### config.mk
export PLATFORM = sky130hd
export DESIGN_NAME = scroll_message_feeder
export DESIGN_NICKNAME = d
export VERILOG_FILES = /design/src/rtl/scroll_message_feeder.sv
export SDC_FILE = /design/constraint.sdc
export NUM_CORES = 1
export LEC_CHECK = 0
export CORE_MARGIN = 10
export CORE_UTILIZATION = 60
export DETAILED_ROUTE_END_ITERATION = 12
export PLACE_DENSITY = 0.81
export SETUP_SLACK_MARGIN = 0.1
export SLEW_MARGIN = 40
export SYNTH_ARGS = -nofsm -noshare
export SYNTH_HDL_FRONTEND = slang
export SYNTH_SLANG_ARGS = --single-unit
export TNS_END_PERCENT = 50
### constraint.sdc
create_clock -name clk -period 3.85 [get_ports clk]
set_clock_uncertainty 0.15 [all_clocks]
set_input_delay 0.385 -clock clk [delete_from_list [all_inputs] [get_ports clk]]
set_output_delay 0.385 -clock clk [all_outputs]
set_load 0.02 [all_outputs]
### src/rtl/scroll_message_feeder.sv
// Scrolling message feeder for the four-digit LED driver.
// Holds a 16-character message (4-bit codes) and presents a 4-character
// window starting at offset. The window advances by one on a periodic timer
// tick or on a debounced button press. The message can be rewritten while the
// design runs. All outputs are registered, so the downstream decoder sees no
// glitches.
module scroll_message_feeder #(
  parameter int TICK_COUNT      = 50_000_000,
  parameter int DEBOUNCE_CYCLES = 500_000,
  parameter bit AUTO_SCROLL     = 1'b1
) (
  input  logic       clk,
  input  logic       reset,
  input  logic       btn,
  input  logic       freeze,
  input  logic       load_en,
  input  logic [3:0] load_addr,
  input  logic [3:0] load_data,
  output logic [3:0] an3char,
  output logic [3:0] an2char,
  output logic [3:0] an1char,
  output logic [3:0] an0char,
  output logic [3:0] offset,
  output logic       step
);

  localparam int TW = (TICK_COUNT > 1) ? $clog2(TICK_COUNT) : 1;
  localparam int DW = (DEBOUNCE_CYCLES > 1) ? $clog2(DEBOUNCE_CYCLES) : 1;
  localparam logic [TW-1:0] TICK_LAST = TW'(TICK_COUNT - 1);
  localparam logic [DW-1:0] DB_LAST   = DW'(DEBOUNCE_CYCLES - 1);

  typedef enum logic [1:0] {
    IDLE,
    PRESS_WAIT,
    PRESSED,
    RELEASE_WAIT
  } db_state_t;

  // Button synchroniser
  logic sync1_reg;
  logic sync2_reg;

  // Debounce FSM
  db_state_t db_state_reg;
  db_state_t db_state_next;
  logic [DW-1:0] db_count_reg;
  logic [DW-1:0] db_count_next;
  logic btn_evt;

  // Timer
  logic [TW-1:0] tick_count_reg;
  logic tick_evt;

  // Window position and step pulse
  logic [3:0] offset_reg;
  logic step_reg;
  logic step_req;

  // Message storage and registered window
  logic [3:0] msg_reg [16];
  logic [3:0] an_reg [4];
  logic [3:0] an_next [4];

  // Two-flop synchroniser for the asynchronous button input
  always_ff @(posedge clk) begin
    if (reset) begin
      sync1_reg <= 1'b0;
      sync2_reg <= 1'b0;
    end else begin
      sync1_reg <= btn;
      sync2_reg <= sync1_reg;
    end
  end

  // Debounce state register
  always_ff @(posedge clk) begin
    if (reset) begin
      db_state_reg <= IDLE;
      db_count_reg <= '0;
    end else begin
      db_state_reg <= db_state_next;
      db_count_reg <= db_count_next;
    end
  end

  // Debounce next-state: a level must hold for the full count before it is
  // accepted; a press event fires once on acceptance, never while held
  always_comb begin
    db_state_next = db_state_reg;
    db_count_next = db_count_reg;
    btn_evt       = 1'b0;
    case (db_state_reg)
      IDLE: begin
        if (sync2_reg) begin
          db_state_next = PRESS_WAIT;
          db_count_next = '0;
        end
      end
      PRESS_WAIT: begin
        if (!sync2_reg) begin
          db_state_next = IDLE;
        end else if (db_count_reg == DB_LAST) begin
          db_state_next = PRESSED;
          btn_evt       = 1'b1;
        end else begin
          db_count_next = db_count_reg + 1'b1;
        end
      end
      PRESSED: begin
        if (!sync2_reg) begin
          db_state_next = RELEASE_WAIT;
          db_count_next = '0;
        end
      end
      RELEASE_WAIT: begin
        if (sync2_reg) begin
          db_state_next = PRESSED;
        end else if (db_count_reg == DB_LAST) begin
          db_state_next = IDLE;
        end else begin
          db_count_next = db_count_reg + 1'b1;
        end
      end
      default: begin
        db_state_next = IDLE;
        db_count_next = '0;
      end
    endcase
  end

  // Free-running scroll timer; freeze holds the count where it is
  always_ff @(posedge clk) begin
    if (reset) begin
      tick_count_reg <= '0;
    end else if (!freeze) begin
      if (tick_count_reg == TICK_LAST) begin
        tick_count_reg <= '0;
      end else begin
        tick_count_reg <= tick_count_reg + 1'b1;
      end
    end
  end

  assign tick_evt = AUTO_SCROLL && !freeze && (tick_count_reg == TICK_LAST);

  // A coincident tick and press still advance by a single position
  assign step_req = tick_evt | btn_evt;

  // Window offset advance with natural 4-bit wrap
  always_ff @(posedge clk) begin
    if (reset) begin
      offset_reg <= 4'd0;
      step_reg   <= 1'b0;
    end else begin
      step_reg <= step_req;
      if (step_req) begin
        offset_reg <= offset_reg + 4'd1;
      end
    end
  end

  // Message memory: identity pattern on reset, single write port otherwise
  always_ff @(posedge clk) begin
    if (reset) begin
      for (int i = 0; i < 16; i++) begin
        msg_reg[i] <= 4'(i);
      end
    end else if (load_en) begin
      msg_reg[load_addr] <= load_data;
    end
  end

  // Window select from the current message and offset, wrapping past index 15
  always_comb begin
    for (int k = 0; k < 4; k++) begin
      an_next[k] = msg_reg[offset_reg + 4'(k)];
    end
  end

  // Registered window so the decoder sees clean, single transitions
  always_ff @(posedge clk) begin
    if (reset) begin
      for (int k = 0; k < 4; k++) begin
        an_reg[k] <= 4'(k);
      end
    end else begin
      for (int k = 0; k < 4; k++) begin
        an_reg[k] <= an_next[k];
      end
    end
  end

  assign an3char = an_reg[0];
  assign an2char = an_reg[1];
  assign an1char = an_reg[2];
  assign an0char = an_reg[3];
  assign offset  = offset_reg;
  assign step    = step_reg;

endmodule

==> qor.csv, run 1 <==
stage;metric;value;unit
timing;Fin. Hold Viols;0;
global_route;pin count of the biggest net entering global routing;55;
die;total die area;17900;um2
routing;1st-pass router iterations;5;
critical_path;type of origin of the critical path;register;
pwr;P_leak;2.81;nW
yosys;Post-Synth XOR/XNOR Area;3.84;%
routing;DR WL/cell;21.1;um
yosys;main combinational cell family by area after synthesis;multiplexers;
die;die height;134;um
cells_and_area;Filler Cell Count;878;
routing;DR vias/cell;6.56;
yosys;post-synthesis area per instance;12.1;um2
routing;Met2 Wirelength;8260;um
die;core area;12700;um2
routing;max layer used;met4;
global_route;vias in the first global route;5342;
critical_path;crit path DAT;2810;ps
critical_path;WS Path Type;reg2reg;
timing;Relative slew margins;43.2;%
die;row cnt;41;
timing;Slew Limit Fails;0;
yosys;Post-Synth Simple-Gate Area;19.5;%
timing;setup slack after layout;1210;ps
yosys;post-synthesis register bit count;138;
timing;Finish-stage setup viols;0;
routing;M1 WL;7020;um
yosys;Async SR Flop Fraction;0;%
routing;DR iter-0 viols;696;
clocking;CTS tree;done;
routing;DRC errors left;0;
placement;Place WS;1120;ps
critical_path;Crit path top cell by count;mux4_2;
placement;RD Place Congestion;0.987;
timing;fin crit share;68.6;%
clocking;Clk Latency, worst-skew pair;440;ps
yosys;post-synthesis sequential area ratio;43.8;%
cells_and_area;Layout area overhead;12.8;%
clocking;CTS resizes;0;
yosys;complex-gate fraction of the synthesized area;5.25;%
clocking;setup bufs post-CTS;0;
placement;hpwl dp;12800;um
clocking;H-Tree Depth;4;
timing;crit path time final;2640;ps
cells_and_area;commonest non-fill, non-tap cells in the layout;mux4_2, dfxtp_1, edfxtp_1;
global_route;initial antenna violation count;0;
routing;post-route ant nets;0;
critical_path;critical path's slowest cell;ha_1;
die;num ports;34;
global_route;first-pass GRT wire length;28300;um
cells_and_area;layout cell share with drive strength beyond 1;22.7;%
cells_and_area;Final Util;69.1;%
routing;met3 WL;2040;um
pwr;worst ir drop on vdd;0.319;mV
cells_and_area;Largest register FFs;64;
clocking;Clock Pin Slew Worst Setup and Hold Paths;60;ps
timing;Max Fclk;379;MHz
yosys;predominant post-synthesis flop cell;dfxtp_1;
yosys;syn nets;663;
yosys;number of synthesized flops with an enable pin;64;
job;Max-cap violations;0;
cells_and_area;commonest non-fill, non-tap cell in the layout;mux4_2;
timing;measured slew at the worst slew-check pin;845;ps
placement;IO Port Bufs;33;
critical_path;critical path's largest stage delay;630;ps
cells_and_area;Multi-input gate area;4090;um2
routing;detailed-route via count;5556;
clocking;clk sinks;138;
critical_path;Buf/Inv on CP;2;
clocking;TritonCTS buffer count;17;
global_route;Total Routing Usage GR;20.1;%
routing;Routed WL;17900;um
critical_path;endpoint class of the critical path;register;
run_status;status;completed;
clocking;Max Root-Sink Buffers;2;
critical_path;Req. time, crit path;4020;ps
timing;RSZ-0062 raised after global routing;no;
yosys;synth unique cells;55;
yosys;synthesized cell area;7760;um2
cells_and_area;ANT cells;0;
clocking;Hold Buf Count CTS;0;
die;initial core utilization;61.3;%
yosys;mux share of post-synthesis cell area;23.1;%
yosys;Adder-Cell Fraction of Synth Area;0.967;%
critical_path;r2r setup slk;1210;ps
hold_path;Hold Crit Class;in2reg;
clocking;clock root cell;clkbuf_16;
die;Die Wd;134;um
critical_path;CP cell instances;inv_1 > ha_1 > buf_4 > mux4_2 > mux4_2 > or2_2;
pwr;P per Cell Area;407;nW/um2
cells_and_area;nets@finish;681;
yosys;Synth Warn #;0;
timing;setup tns final;0;ps
critical_path;Worst path top cell family by delay;multiplexers;
critical_path;Crit Path Max Fanout;12;
cells_and_area;register area;3410;um2
global_route;Remaining Overflow, GRT;0;
yosys;Synth Instances;644;
-- report_power, final --
| group | internal [mW] | switching [mW] | total (mW) |
|---|---|---|---|
| Clock | 1.08 | 0.620 | 1.70 |
| Sequential | 1.59 | 0.0644 | 1.65 |
| Combinational | 0.113 | 0.102 | 0.214 |
| Total | 2.78 | 0.786 | 3.56 |
-- final cells by class --
class,count,share of cell area [%]
Multi-Input combinational cell,450,46.6
Sequential cell,138,38.9
Clock buffer,19,4.94
Timing Repair Buffer,41,4.44
Tap cell,172,2.46
Clock inverter,13,2.01
Inverter,14,0.600
-- metal layers --
metal | track usage (%) | up-vias
li1 | - | 2473
met1 | 25.0 | 2679
met2 | 30.6 | 344
met3 | 7.56 | 60
met4 | 9.25 | 0
met5 | 0 | -
-- logic make-up (layout without fill, tap and decap cells) --
| group | count (synthesis) | in the layout |
|---|---|---|
| AO/OA/AOI/OAI | 57 | 57 |
| multiplexers | 85 | 85 |
| adder cells (fa/ha/maj) | 6 | 6 |
| AND/OR/NAND/NOR | 268 | 268 |
| XOR/XNOR | 34 | 34 |
| flip-flops | 138 | 138 |
| buffers and inverters | 56 | 87 |
-- cell usage after synthesis, drive strengths merged (15+ instances only) --
cell type,count,area [um2]
mux4,75,1690
dfxtp,74,1480
edfxtp,64,1920
nor2,48,180
or3,41,259
and2,36,225
clkbuf,27,111
nand2,24,90.1
nand3,21,115
or2,20,125
xnor2,20,175
nor2b,18,113
a21oi,15,82.6
buf,15,111
-- metrics by stage --
step	power [mW]	std cells	hold WS, ps	cell area, um2
after global placement	1.88	815	282	8140
final	3.56	847	176	8760
after detailed placement	1.89	815	290	8140
after global routing	3.65	847	195	8760
after floorplan	1.80	644	264	7760
after CTS	3.57	847	181	8750
-- path summary, 6_finish.rpt --
path / end / startpoint / depth (start not counted)
min: tick_count_reg[2] / reset / 2
max reg2reg: an_reg[3][1] / offset[1] / 6
max: an_reg[3][1] / offset[1] / 6
min reg2reg: sync2_reg / sync1_reg / 1
Power figures use the tool's default switching activity.
==> run 2, diff against run 1 <==
==> constraint.sdc (replaced) <==
create_clock -name clk -period 2.6 [get_ports clk]
set_clock_uncertainty 0.15 [all_clocks]
set_input_delay 0.26 -clock clk [delete_from_list [all_inputs] [get_ports clk]]
set_output_delay 0.26 -clock clk [all_outputs]
set_load 0.02 [all_outputs]
==> qor.csv, run 2 (synthesis results as in run 1) <==
stage;metric;value;unit
run_status;status;completed;
routing;1st-pass router iterations;5;
critical_path;Crit Path Max Fanout;11;
routing;DR WL/cell;22.4;um
clocking;setup bufs post-CTS;0;
clocking;clk sinks;138;
cells_and_area;commonest non-fill, non-tap cells in the layout;mux4_2, dfxtp_1, edfxtp_1;
routing;DRC errors left;0;
cells_and_area;register area;3410;um2
timing;Relative slew margins;59.2;%
placement;RD Place Congestion;0.950;
placement;hpwl dp;13700;um
cells_and_area;Multi-input gate area;4100;um2
die;initial core utilization;61.3;%
clocking;CTS tree;done;
timing;Fin. Hold Viols;0;
global_route;first-pass GRT wire length;30400;um
clocking;Clk Latency, worst-skew pair;430;ps
clocking;Max Root-Sink Buffers;2;
routing;DR vias/cell;6.54;
critical_path;endpoint class of the critical path;register;
clocking;CTS resizes;1;
die;Die Wd;134;um
clocking;TritonCTS buffer count;17;
pwr;worst ir drop on vdd;0.420;mV
global_route;Total Routing Usage GR;21.8;%
cells_and_area;layout cell share with drive strength beyond 1;24.7;%
critical_path;crit path DAT;2580;ps
cells_and_area;nets@finish;697;
routing;DR iter-0 viols;680;
global_route;initial antenna violation count;0;
die;total die area;17900;um2
die;num ports;34;
routing;Routed WL;19400;um
die;row cnt;41;
cells_and_area;Layout area overhead;14.1;%
timing;Slew Limit Fails;0;
cells_and_area;Final Util;69.9;%
cells_and_area;Largest register FFs;64;
cells_and_area;Filler Cell Count;882;
timing;measured slew at the worst slew-check pin;608;ps
die;core area;12700;um2
routing;post-route ant nets;0;
global_route;pin count of the biggest net entering global routing;40;
timing;fin crit share;92.8;%
routing;detailed-route via count;5645;
pwr;P_leak;2.86;nW
cells_and_area;commonest non-fill, non-tap cell in the layout;mux4_2;
placement;IO Port Bufs;33;
global_route;Remaining Overflow, GRT;0;
timing;RSZ-0062 raised after global routing;no;
critical_path;Req. time, crit path;2770;ps
timing;Finish-stage setup viols;0;
critical_path;WS Path Type;reg2reg;
timing;Max Fclk;415;MHz
timing;crit path time final;2410;ps
clocking;H-Tree Depth;4;
pwr;P per Cell Area;577;nW/um2
die;die height;134;um
global_route;vias in the first global route;5489;
critical_path;type of origin of the critical path;register;
clocking;Hold Buf Count CTS;0;
clocking;clock root cell;clkbuf_16;
job;Max-cap violations;0;
timing;setup tns final;0;ps
clocking;Clock Pin Slew Worst Setup and Hold Paths;60;ps
hold_path;Hold Crit Class;in2reg;
pwr;Overall Power;5.11;mW
cells_and_area;ANT cells;0;
==> run 2: cell types whose count changed in the layout (fill, tap and decap cells not counted), sizes merged <==
cell      change
buf          +16
bufinv        -2
clkbuf        +2
clkinv        -2
clkinvlp      +1
inv           +1
==> run 2: path summary, 6_finish.rpt <==
check | startpoint | endpoint | slack (ps) | cells after the start
worst max register to register | offset[1] | an_reg[3][1] | 190 | 6
worst min register to register | sync1_reg | sync2_reg | 290 | 1
worst max-delay path | offset[1] | an_reg[3][1] | 190 | 6
worst min-delay path | reset | register | 170 | 3
==> run 2: area by class of cell <==
| cell class | instances | area share [%] |
|---|---|---|
| inverters | 14 | 0.621 |
| clock inverters | 11 | 1.38 |
| multi-input cells | 450 | 46.3 |
| repair buffers | 57 | 5.84 |
| flip-flops and latches | 138 | 38.5 |
| clock buffers | 21 | 4.97 |
| well taps | 172 | 2.43 |
==> run 2: critical path, cell delays in order, from the launching register on <==
cell and delay (ps):
dfxtp_2 390, inv_1 110, ha_4 380, buf_4 220, mux4_2 310, mux4_2 460
or2_2 270
==> run 2: metrics by stage <==
step / hold slack [ps] / worst slack [ps] / instance area, um2 / std cells
after floorplan: 238 / -19.4 / 7830 / 644
after global placement: 282 / 217 / 8300 / 831
after detailed placement: 281 / 37.6 / 8300 / 831
after CTS: 162 / 72.5 / 8860 / 863
after global routing: 189 / 106 / 8860 / 863
final: 169 / 188 / 8860 / 863
==> run 2: per-layer routing <==
| metal | GRT usage [%] | up-vias | part of all wire (%) |
|---|---|---|---|
| li1 | - | 2520 | - |
| met1 | 28.9 | 2781 | 40 |
| met2 | 33.3 | 295 | 47 |
| met3 | 5.98 | 49 | 10 |
| met4 | 8.71 | 0 | 2.5 |
| met5 | 0 | - | 0 |
==> run 2: report_power, final <==
part | switching [mW] | internal (mW) | leakage (nW)
registers | 0.107 | 2.35 | 1.23
clock network | 0.926 | 1.41 | 0.265
logic | 0.148 | 0.170 | 1.36
==> run 3, diff against run 2 <==
--- a/config.mk
+++ b/config.mk
@@ -5,10 +5,12 @@
 export SDC_FILE = /design/constraint.sdc
 export NUM_CORES = 1
 export LEC_CHECK = 0
+export CORE_ASPECT_RATIO = 0.7
 export CORE_MARGIN = 10
 export CORE_UTILIZATION = 60
 export DETAILED_ROUTE_END_ITERATION = 12
 export PLACE_DENSITY = 0.81
+export RECOVER_POWER = 50
 export SETUP_SLACK_MARGIN = 0.1
 export SLEW_MARGIN = 40
 export SYNTH_ARGS = -nofsm -noshare
==> qor.csv, run 3 (synthesis results as in run 1) <==
stage;metric;value;unit
routing;detailed-route via count;5758;
hold_path;Hold Crit Class;in2reg;
clocking;TritonCTS buffer count;17;
pwr;P_leak;2.87;nW
clocking;Clock Pin Slew Worst Setup and Hold Paths;60;ps
placement;Place WS;144;ps
global_route;pin count of the biggest net entering global routing;50;
clocking;CTS tree;done;
die;total die area;18000;um2
timing;Relative slew margins;42.7;%
cells_and_area;ANT cells;0;
timing;Fin. Hold Viols;0;
cells_and_area;Filler Cell Count;825;
run_status;status;completed;
pwr;worst ir drop on vdd;0.492;mV
global_route;first-pass GRT wire length;31100;um
timing;Finish-stage setup viols;0;
timing;Max Fclk;410;MHz
clocking;Clk Latency, worst-skew pair;420;ps
global_route;vias in the first global route;5624;
die;initial core utilization;61.9;%
routing;DR iter-0 viols;697;
global_route;initial antenna violation count;1;
timing;fin crit share;93.7;%
timing;Slew Limit Fails;0;
timing;RSZ-0062 raised after global routing;no;
routing;post-route ant nets;0;
timing;setup tns final;0;ps
critical_path;WS Path Type;reg2reg;
cells_and_area;Final Util;71.0;%
cells_and_area;nets@finish;698;
cells_and_area;commonest non-fill, non-tap cells in the layout;mux4_2, dfxtp_1, edfxtp_1;
critical_path;crit path DAT;2620;ps
clocking;clock root cell;clkbuf_16;
routing;1st-pass router iterations;7;
cells_and_area;commonest non-fill, non-tap cell in the layout;mux4_2;
pwr;P per Cell Area;597;nW/um2
cells_and_area;Largest register FFs;64;
die;num ports;34;
timing;crit path time final;2440;ps
clocking;H-Tree Depth;4;
clocking;Max Root-Sink Buffers;2;
die;core area;12500;um2
cells_and_area;Multi-input gate area;4120;um2
routing;DR vias/cell;6.74;
cells_and_area;post-route cell area;8920;um2
cells_and_area;Layout area overhead;14.8;%
critical_path;endpoint class of the critical path;register;
global_route;Remaining Overflow, GRT;0;
placement;RD Place Congestion;1.05;
critical_path;type of origin of the critical path;register;
routing;Routed WL;19700;um
die;die height;115;um
routing;DRC errors left;0;
critical_path;Req. time, crit path;2790;ps
clocking;clk sinks;138;
die;row cnt;34;
placement;DP Area;8280;um2
placement;hpwl dp;13900;um
job;Max-cap violations;0;
placement;IO Port Bufs;33;
critical_path;Crit Path Max Fanout;12;
cells_and_area;register area;3410;um2
timing;measured slew at the worst slew-check pin;860;ps
cells_and_area;layout cell share with drive strength beyond 1;24.0;%
global_route;Total Routing Usage GR;22.3;%
pwr;Overall Power;5.32;mW
die;Die Wd;156;um
timing;setup slack after layout;163;ps
routing;DR WL/cell;23.1;um
==> run 3: cell count changes in the layout (fill, tap and decap cells not counted), sizes merged <==
cell and change:
dlygate4sd3 +17, clkbuf +10, buf -7, clkinvlp -2
clkdlybuf4s50 -17
==> run 3: path summary, 6_finish.rpt <==
path | to | slack, ps | from | depth (start not counted)
hold / removal | sync1_reg | 280 | btn | 2
hold reg to reg | sync2_reg | 310 | sync1_reg | 1
setup / recovery | db_count_reg[15] | 160 | db_count_reg[0] | 7
setup reg to reg | db_count_reg[15] | 160 | db_count_reg[0] | 7
==> run 3: layout make-up <==
type / instances / share of cell area, %
clock inverters: 9 / 1.18
multi-input cells: 450 / 46.2
flip-flops and latches: 138 / 38.2
inverters: 14 / 0.617
repair buffers: 58 / 5.67
clock buffers: 23 / 5.85
well taps: 162 / 2.27
==> run 3: per-stage QoR <==
stage          std cells  hold slack (ps)
6_report             854              281
5_1_grt              854              290
4_1_cts              852              275
3_5_place_dp         820              302
3_3_place_gp         820              267
2_1_floorplan        644              238
==> run 3: layer usage <==
layer / vias up / track usage [%] / share of wire, %
li1: 2510 / - / -
met1: 2832 / 29.1 / 40
met2: 362 / 31.8 / 43
met3: 50 / 10.9 / 14
met4: 4 / 7.40 / 2.2
met5: - / 2.38 / 0.36
==> run 3: timing repair <==
item | CTS | global route
buffers inserted | 0 | 2
hold buffers | 0 | 0
setup endpoints to repair | 0 | 17
gates resized for setup | 0 | 6
==> run 3: power by group <==
group / leakage (nW) / internal (mW) / switching (mW)
logic: 1.33 / 0.166 / 0.160
registers: 1.23 / 2.35 / 0.102
clock network: 0.309 / 1.61 / 0.934
==> run 3: critical path, stage by stage (launching register included) <==
cell and delay [ps]:
dfxtp_1 410, ha_2 260, nand3_4 120, or4_4 620, o31ai_4 320, buf_6 190, a21oi_1 60, a21boi_0 210
